### config.mk
export PLATFORM = sky130hd
export DESIGN_NAME = rob_queue
export DESIGN_NICKNAME = d
export VERILOG_FILES = /design/src/rtl/rob_queue.sv
export SDC_FILE = /design/constraint.sdc
export NUM_CORES = 2
export LEC_CHECK = 0
export CORE_MARGIN = 4
export CORE_UTILIZATION = 35
export CTS_CLUSTER_DIAMETER = 100
export CTS_CLUSTER_SIZE = 30
export DETAILED_ROUTE_END_ITERATION = 8
export GPL_ROUTABILITY_DRIVEN = 0
export RECOVER_POWER = 50
export SLEW_MARGIN = 0
export SYNTH_ARGS = -nofsm -noshare
export SYNTH_HDL_FRONTEND = slang
export SYNTH_SLANG_ARGS = --single-unit
### constraint.sdc
create_clock -name clk -period 6.4 [get_ports clk]
set_clock_uncertainty 0.2 [all_clocks]
set_input_delay 0.64 -clock clk [delete_from_list [all_inputs] [get_ports clk]]
set_output_delay 0.64 -clock clk [all_outputs]
set_load 0.005 [all_outputs]
### src/rtl/rob_queue.sv
// Reorder buffer: allocates in program order, accepts out-of-order CDB completions,
// retires the head in order and flushes everything when a mispredicted branch retires.
module rob_queue #(
  parameter int DEPTH     = 16,
  parameter int CDB_PORTS = 2,
  localparam int TAG_W    = $clog2(DEPTH)
) (
  input  logic                      clk,
  input  logic                      rst_n,
  input  logic                      alloc_valid,
  output logic                      alloc_ready,
  input  logic [2:0]                alloc_op_type,
  input  logic [4:0]                alloc_rd_addr,
  output logic [TAG_W-1:0]          alloc_tag,
  input  logic [CDB_PORTS-1:0]      cdb_valid,
  input  logic [CDB_PORTS*TAG_W-1:0] cdb_tag,
  input  logic [CDB_PORTS*32-1:0]   cdb_data,
  input  logic [CDB_PORTS-1:0]      cdb_mispredict,
  output logic                      commit_valid,
  input  logic                      commit_ready,
  output logic [TAG_W-1:0]          commit_tag,
  output logic [2:0]                commit_op_type,
  output logic [4:0]                commit_rd_addr,
  output logic [31:0]               commit_rd_data,
  output logic                      commit_regf_we,
  output logic                      flush,
  output logic [TAG_W:0]            count,
  output logic                      empty,
  output logic                      full
);

  logic [DEPTH-1:0]     valid_r;
  logic [DEPTH-1:0]     done_r;
  logic [DEPTH-1:0]     mispredict_r;
  logic [2:0]           op_type_r [DEPTH];
  logic [4:0]           rd_addr_r [DEPTH];
  logic [31:0]          rd_data_r [DEPTH];
  logic [TAG_W:0]       head_r;
  logic [TAG_W:0]       tail_r;

  logic [TAG_W-1:0]     head_idx_s;
  logic [TAG_W-1:0]     tail_idx_s;
  logic                 alloc_fire_s;
  logic                 commit_fire_s;
  logic [TAG_W-1:0]     cdb_idx_s [CDB_PORTS];
  logic [CDB_PORTS-1:0] cdb_hit_s;

  // Pointer advance; the extra MSB toggles naturally on wrap since DEPTH is a power of two.
  function automatic logic [TAG_W:0] ptr_inc(input logic [TAG_W:0] p);
    return p + {{TAG_W{1'b0}}, 1'b1};
  endfunction

  assign head_idx_s     = head_r[TAG_W-1:0];
  assign tail_idx_s     = tail_r[TAG_W-1:0];
  assign full           = (head_idx_s == tail_idx_s) && (head_r[TAG_W] != tail_r[TAG_W]);
  assign empty          = (head_r == tail_r);
  assign count          = tail_r - head_r;
  assign alloc_ready    = !full && !flush;
  assign alloc_tag      = tail_idx_s;
  assign alloc_fire_s   = alloc_valid && alloc_ready;

  assign commit_valid   = valid_r[head_idx_s] && done_r[head_idx_s];
  assign commit_fire_s  = commit_valid && commit_ready;
  assign flush          = commit_fire_s && mispredict_r[head_idx_s];
  assign commit_tag     = head_idx_s;
  assign commit_op_type = commit_valid ? op_type_r[head_idx_s] : 3'd0;
  assign commit_rd_addr = commit_valid ? rd_addr_r[head_idx_s] : 5'd0;
  assign commit_rd_data = commit_valid ? rd_data_r[head_idx_s] : 32'd0;
  assign commit_regf_we = commit_valid && (commit_rd_addr != 5'd0);

  // Decode which CDB channels hit an allocated entry still waiting for its result.
  always_comb begin
    for (int i = 0; i < CDB_PORTS; i++) begin
      cdb_idx_s[i] = cdb_tag[i*TAG_W +: TAG_W];
      cdb_hit_s[i] = cdb_valid[i] && valid_r[cdb_idx_s[i]] && !done_r[cdb_idx_s[i]];
    end
  end

  // Entry storage and pointer update: reset, flush, completion, allocate, commit.
  always_ff @(posedge clk) begin
    if (!rst_n) begin
      head_r       <= '0;
      tail_r       <= '0;
      valid_r      <= '0;
      done_r       <= '0;
      mispredict_r <= '0;
      for (int e = 0; e < DEPTH; e++) begin
        op_type_r[e] <= 3'd0;
        rd_addr_r[e] <= 5'd0;
        rd_data_r[e] <= 32'd0;
      end
    end else if (flush) begin
      head_r       <= '0;
      tail_r       <= '0;
      valid_r      <= '0;
      done_r       <= '0;
      mispredict_r <= '0;
    end else begin
      // Highest channel first so the lowest-numbered channel's write lands last and wins.
      for (int i = CDB_PORTS - 1; i >= 0; i--) begin
        if (cdb_hit_s[i]) begin
          done_r[cdb_idx_s[i]]       <= 1'b1;
          rd_data_r[cdb_idx_s[i]]    <= cdb_data[i*32 +: 32];
          mispredict_r[cdb_idx_s[i]] <= cdb_mispredict[i];
        end
      end
      if (alloc_fire_s) begin
        valid_r[tail_idx_s]      <= 1'b1;
        done_r[tail_idx_s]       <= 1'b0;
        mispredict_r[tail_idx_s] <= 1'b0;
        op_type_r[tail_idx_s]    <= alloc_op_type;
        rd_addr_r[tail_idx_s]    <= alloc_rd_addr;
        rd_data_r[tail_idx_s]    <= 32'd0;
        tail_r                   <= ptr_inc(tail_r);
      end
      if (commit_fire_s) begin
        valid_r[head_idx_s] <= 1'b0;
        head_r              <= ptr_inc(head_r);
      end
    end
  end

endmodule

==> flow_summary.yaml <==
outcome:
  status: "finished, violations left"
  failed_checks: "capacitance limit, slew limit"
sta:
  tns_ns: 0
  rsz0062_at_grt: "false"
  setup_viol: 0
  min_period_ns: 5.75
  max_clock_freq_mhz: 174
  maxSlewHeadroom: -1.03
  final_min_period_over_clock_period: 0.899
  number_of_hold_slack_violations_in_the_final_timing_report: 0
  final_max_slew_viol_count: 593
  tightestPinTransition_ns: 3.05
floorplanning:
  starting_density_of_the_core: 0.353
  dieWidth_um: 334
  floorplan.rows: 119
  floorplan.die.height_um: 334
  die-area_mm2: 0.111
  io_pins: 147
  placeableCoreArea_mm2: 0.105
critical_path:
  setup.worst_path.class: "reg -> reg"
  worst-endpoint-required_ns: 6.61
  worst-endpoint-arrival_ns: 5.97
  crit_path_max_fanout: 35
  ff2ff_path_depth: 9
  worst_flop_to_flop_path_endpoint: "rd_addr_r[7][3]"
  setup.reg_to_reg.worst_slack_ns: 0.65
  worst_r2r_startpoint: "head_r[1]"
  critical_path.startpoint: "head_r[1]"
  timing.critical_path.to_type: "flip-flop"
  startpoint_type_of_the_worst_setup_path: "flip-flop"
clock_tree:
  clk_latency_ns: 0.66
  tritoncts.num_buffers: 30
  postCtsSetupBuffers: 0
  cts_root_buffer: "clkbuf_16"
  cts_hold_buf: 0
  max_clock_buf_depth: 3
  htree_levels: 1
  post_cts.resized_instances: 0
  numClockSinks: 702
  cts_tree: "yes"
  clock_slew_at_reported_path_ffs_ns: 0.11
routing:
  detail_route.first_pass.iterations: 6
  route.antenna.remaining_nets: 0
  route.detailed.wl_per_inst_um: 29.2
  detail_route.vias_per_cell: 6.31
  routed_wirelength_um: 147000
  detailroute.via_count: 31900
  drcViolationCount: 0
  first_iter_violations: 3984
synth:
  synth_fp_nets: 3939
  postSynthRegisterBits: 702
  cell_count_after_synthesis: 3838
  ys_async_sr_fraction: 0
  yosysWarnings: 0
  yosys_most_used_dff: "dfxtp_1"
  ys_types: 73
  synth-edff-count: 128
  syn-cell-area_mm2: 0.0372
  syn_area_per_cell_um2: 9.68
  synth.yosys.seq_area_share: 0.413
finish:
  design.final.nets: 3734
  layout.cells.most_common_list: "dfxtp_1 (570), nand2_1 (429), and3_1 (399)"
  layout.cells.most_common: "dfxtp_1"
  post_route_cells_drive_above_1_share: 0.122
  syn_to_final_growth_pct: 8.66
power_and_ir_drop:
  irDropWorstVdd_mv: 0.222
  netSwitchingFraction: 0.270
  clock_share_of_power: 0.324
  internal_power_w: 0.00565
  power.leakage_nw: 14.2
  p_total_w: 0.00775
  share_comb_of_total_power: 0.085
  switchingPower_w: 0.00209
  power.density_cell_area_mw_per_mm2: 192
  seq_power_share: 0.590
global_routing:
  vias_in_the_first_global_route: 30700
  global_route_congestion_overflow_total: 0
  grt.total_usage: 0.254
  grt_first_pass_wirelength_um: 216000
  grt_max_degree: 84
  antenna_found_initial: 6
placement:
  place.detailed.hpwl_um: 86600
  portBuffers: 146
job:
  drv_cap: 15
hold_path:
  hp-class: "reg -> reg"
  holdPathStages: 2
  worst_hold_path.endpoint: "rd_data_r[5][24]"
  min-delay-start: "rd_data_r[5][24]"
worst max-delay path by stage:
stage | end | slack [ns] | depth (start not counted)
2_1_floorplan | op_type_r[10][0] | 2.91 | 11
3_3_place_gp | rd_data_r[2][3] | 1.41 | 9
3_5_place_dp | rd_data_r[2][7] | 1.26 | 9
4_1_cts | commit_rd_data[31] | 1.11 | 7
5_1_grt | rd_data_r[6][28] | 0.49 | 9
6_report | rd_addr_r[7][3] | 0.65 | 9
logic make-up after synthesis:
| kind of cell | share of synthesized area |
|---|---|
| compound gates | 0.211 |
| xor+xnor | 0.00212 |
| fa+ha+maj | 0.00458 |
| buf+inv | 0.0560 |
| flops | 0.413 |
| mux | 0.137 |
| simple gates | 0.177 |
Yosys cell counts (8+ instances only):
cell type	count	area (um^2)
nand2_1	432	1620
mux2i_1	31	310
o221a_2	10	113
edfxtp_1	128	3840
buf_4	15	113
nor2_1	146	548
nand2b_1	8	50.1
a211oi_1	19	143
a22oi_1	101	758
nor3_1	18	90.1
mux4_2	210	4730
buf_2	74	370
and3_1	400	2500
ha_1	12	150
nor4_1	10	62.6
buf_1	23	86.3
dfxtp_1	574	11500
inv_1	15	56.3
o2bb2ai_2	30	450
or2_1	9	56.3
and2_1	41	257
a21oi_1	396	1980
o21ai_0	112	561
o21ai_1	8	40.0
nand3_1	82	410
nor3b_1	64	480
a22o_1	32	280
a21o_1	37	278
clkbuf_1	361	1360
o2bb2ai_1	322	2820
nand4_1	10	62.6
metal layers:
metal,vias up,global-route usage,share of wire
li1,13900,-,-
met5,-,0,0.000048
met1,15900,0.342,0.41
met3,335,0.0576,0.097
met4,2,0.0958,0.041
met2,1715,0.398,0.45
worst max-delay path, stage by stage, from the launching register on:
cell and delay, ns:
dfxtp_1 0.97, mux2i_1 0.30, a211oi_1 0.29, and3_1 0.22
nand3_1 0.41, nand3_1 1.07, clkbuf_2 1.07, nor3_1 0.21
clkbuf_2 0.44, and2_1 0.30
power by group through the flow:
stage	clock [W]	sequential (W)	combinational, W
final	0.00251	0.00457	0.000662
after global routing	0.00269	0.00458	0.000683
after CTS	0.00253	0.00457	0.000654
after detailed placement	0	0.00467	0.000654
after global placement	0	0.00467	0.000649
after floorplan	0	0.00466	0.000341
state kept, by name, summed over array words and instances, names as in the netlist, named ones only:
| signal | count |
|---|---|
| head_r | 5 |
| valid_r | 16 |
| tail_r | 5 |
| done_r | 16 |
| rd_data_r | 512 |
| rd_addr_r | 80 |
| mispredict_r | 16 |
| op_type_r | 48 |
cell type report:
type,instances,area [um^2]
multi-input combinational,2636,20000
clock inverter,11,128
clock buffer,37,808
antenna,4,10.0
sequential,702,15300
inverter,17,63.8
tap,1391,1740
timing repair buffer,246,2220
fill,10300,64900
metrics by stage:
stage	cells	worst slack [ns]	hold slack (ns)	util	area [um^2]
floorplan	3838	2.91	0.227	-	37200
CTS	5040	1.11	0.260	0.385	40500
detailed placement	4992	1.26	0.242	0.376	39600
finish	5044	0.648	0.262	0.383	40400
global placement	4992	1.41	0.240	0.376	39600
global route	5042	0.488	0.280	0.383	40400
(Power assumes the default switching activity.)
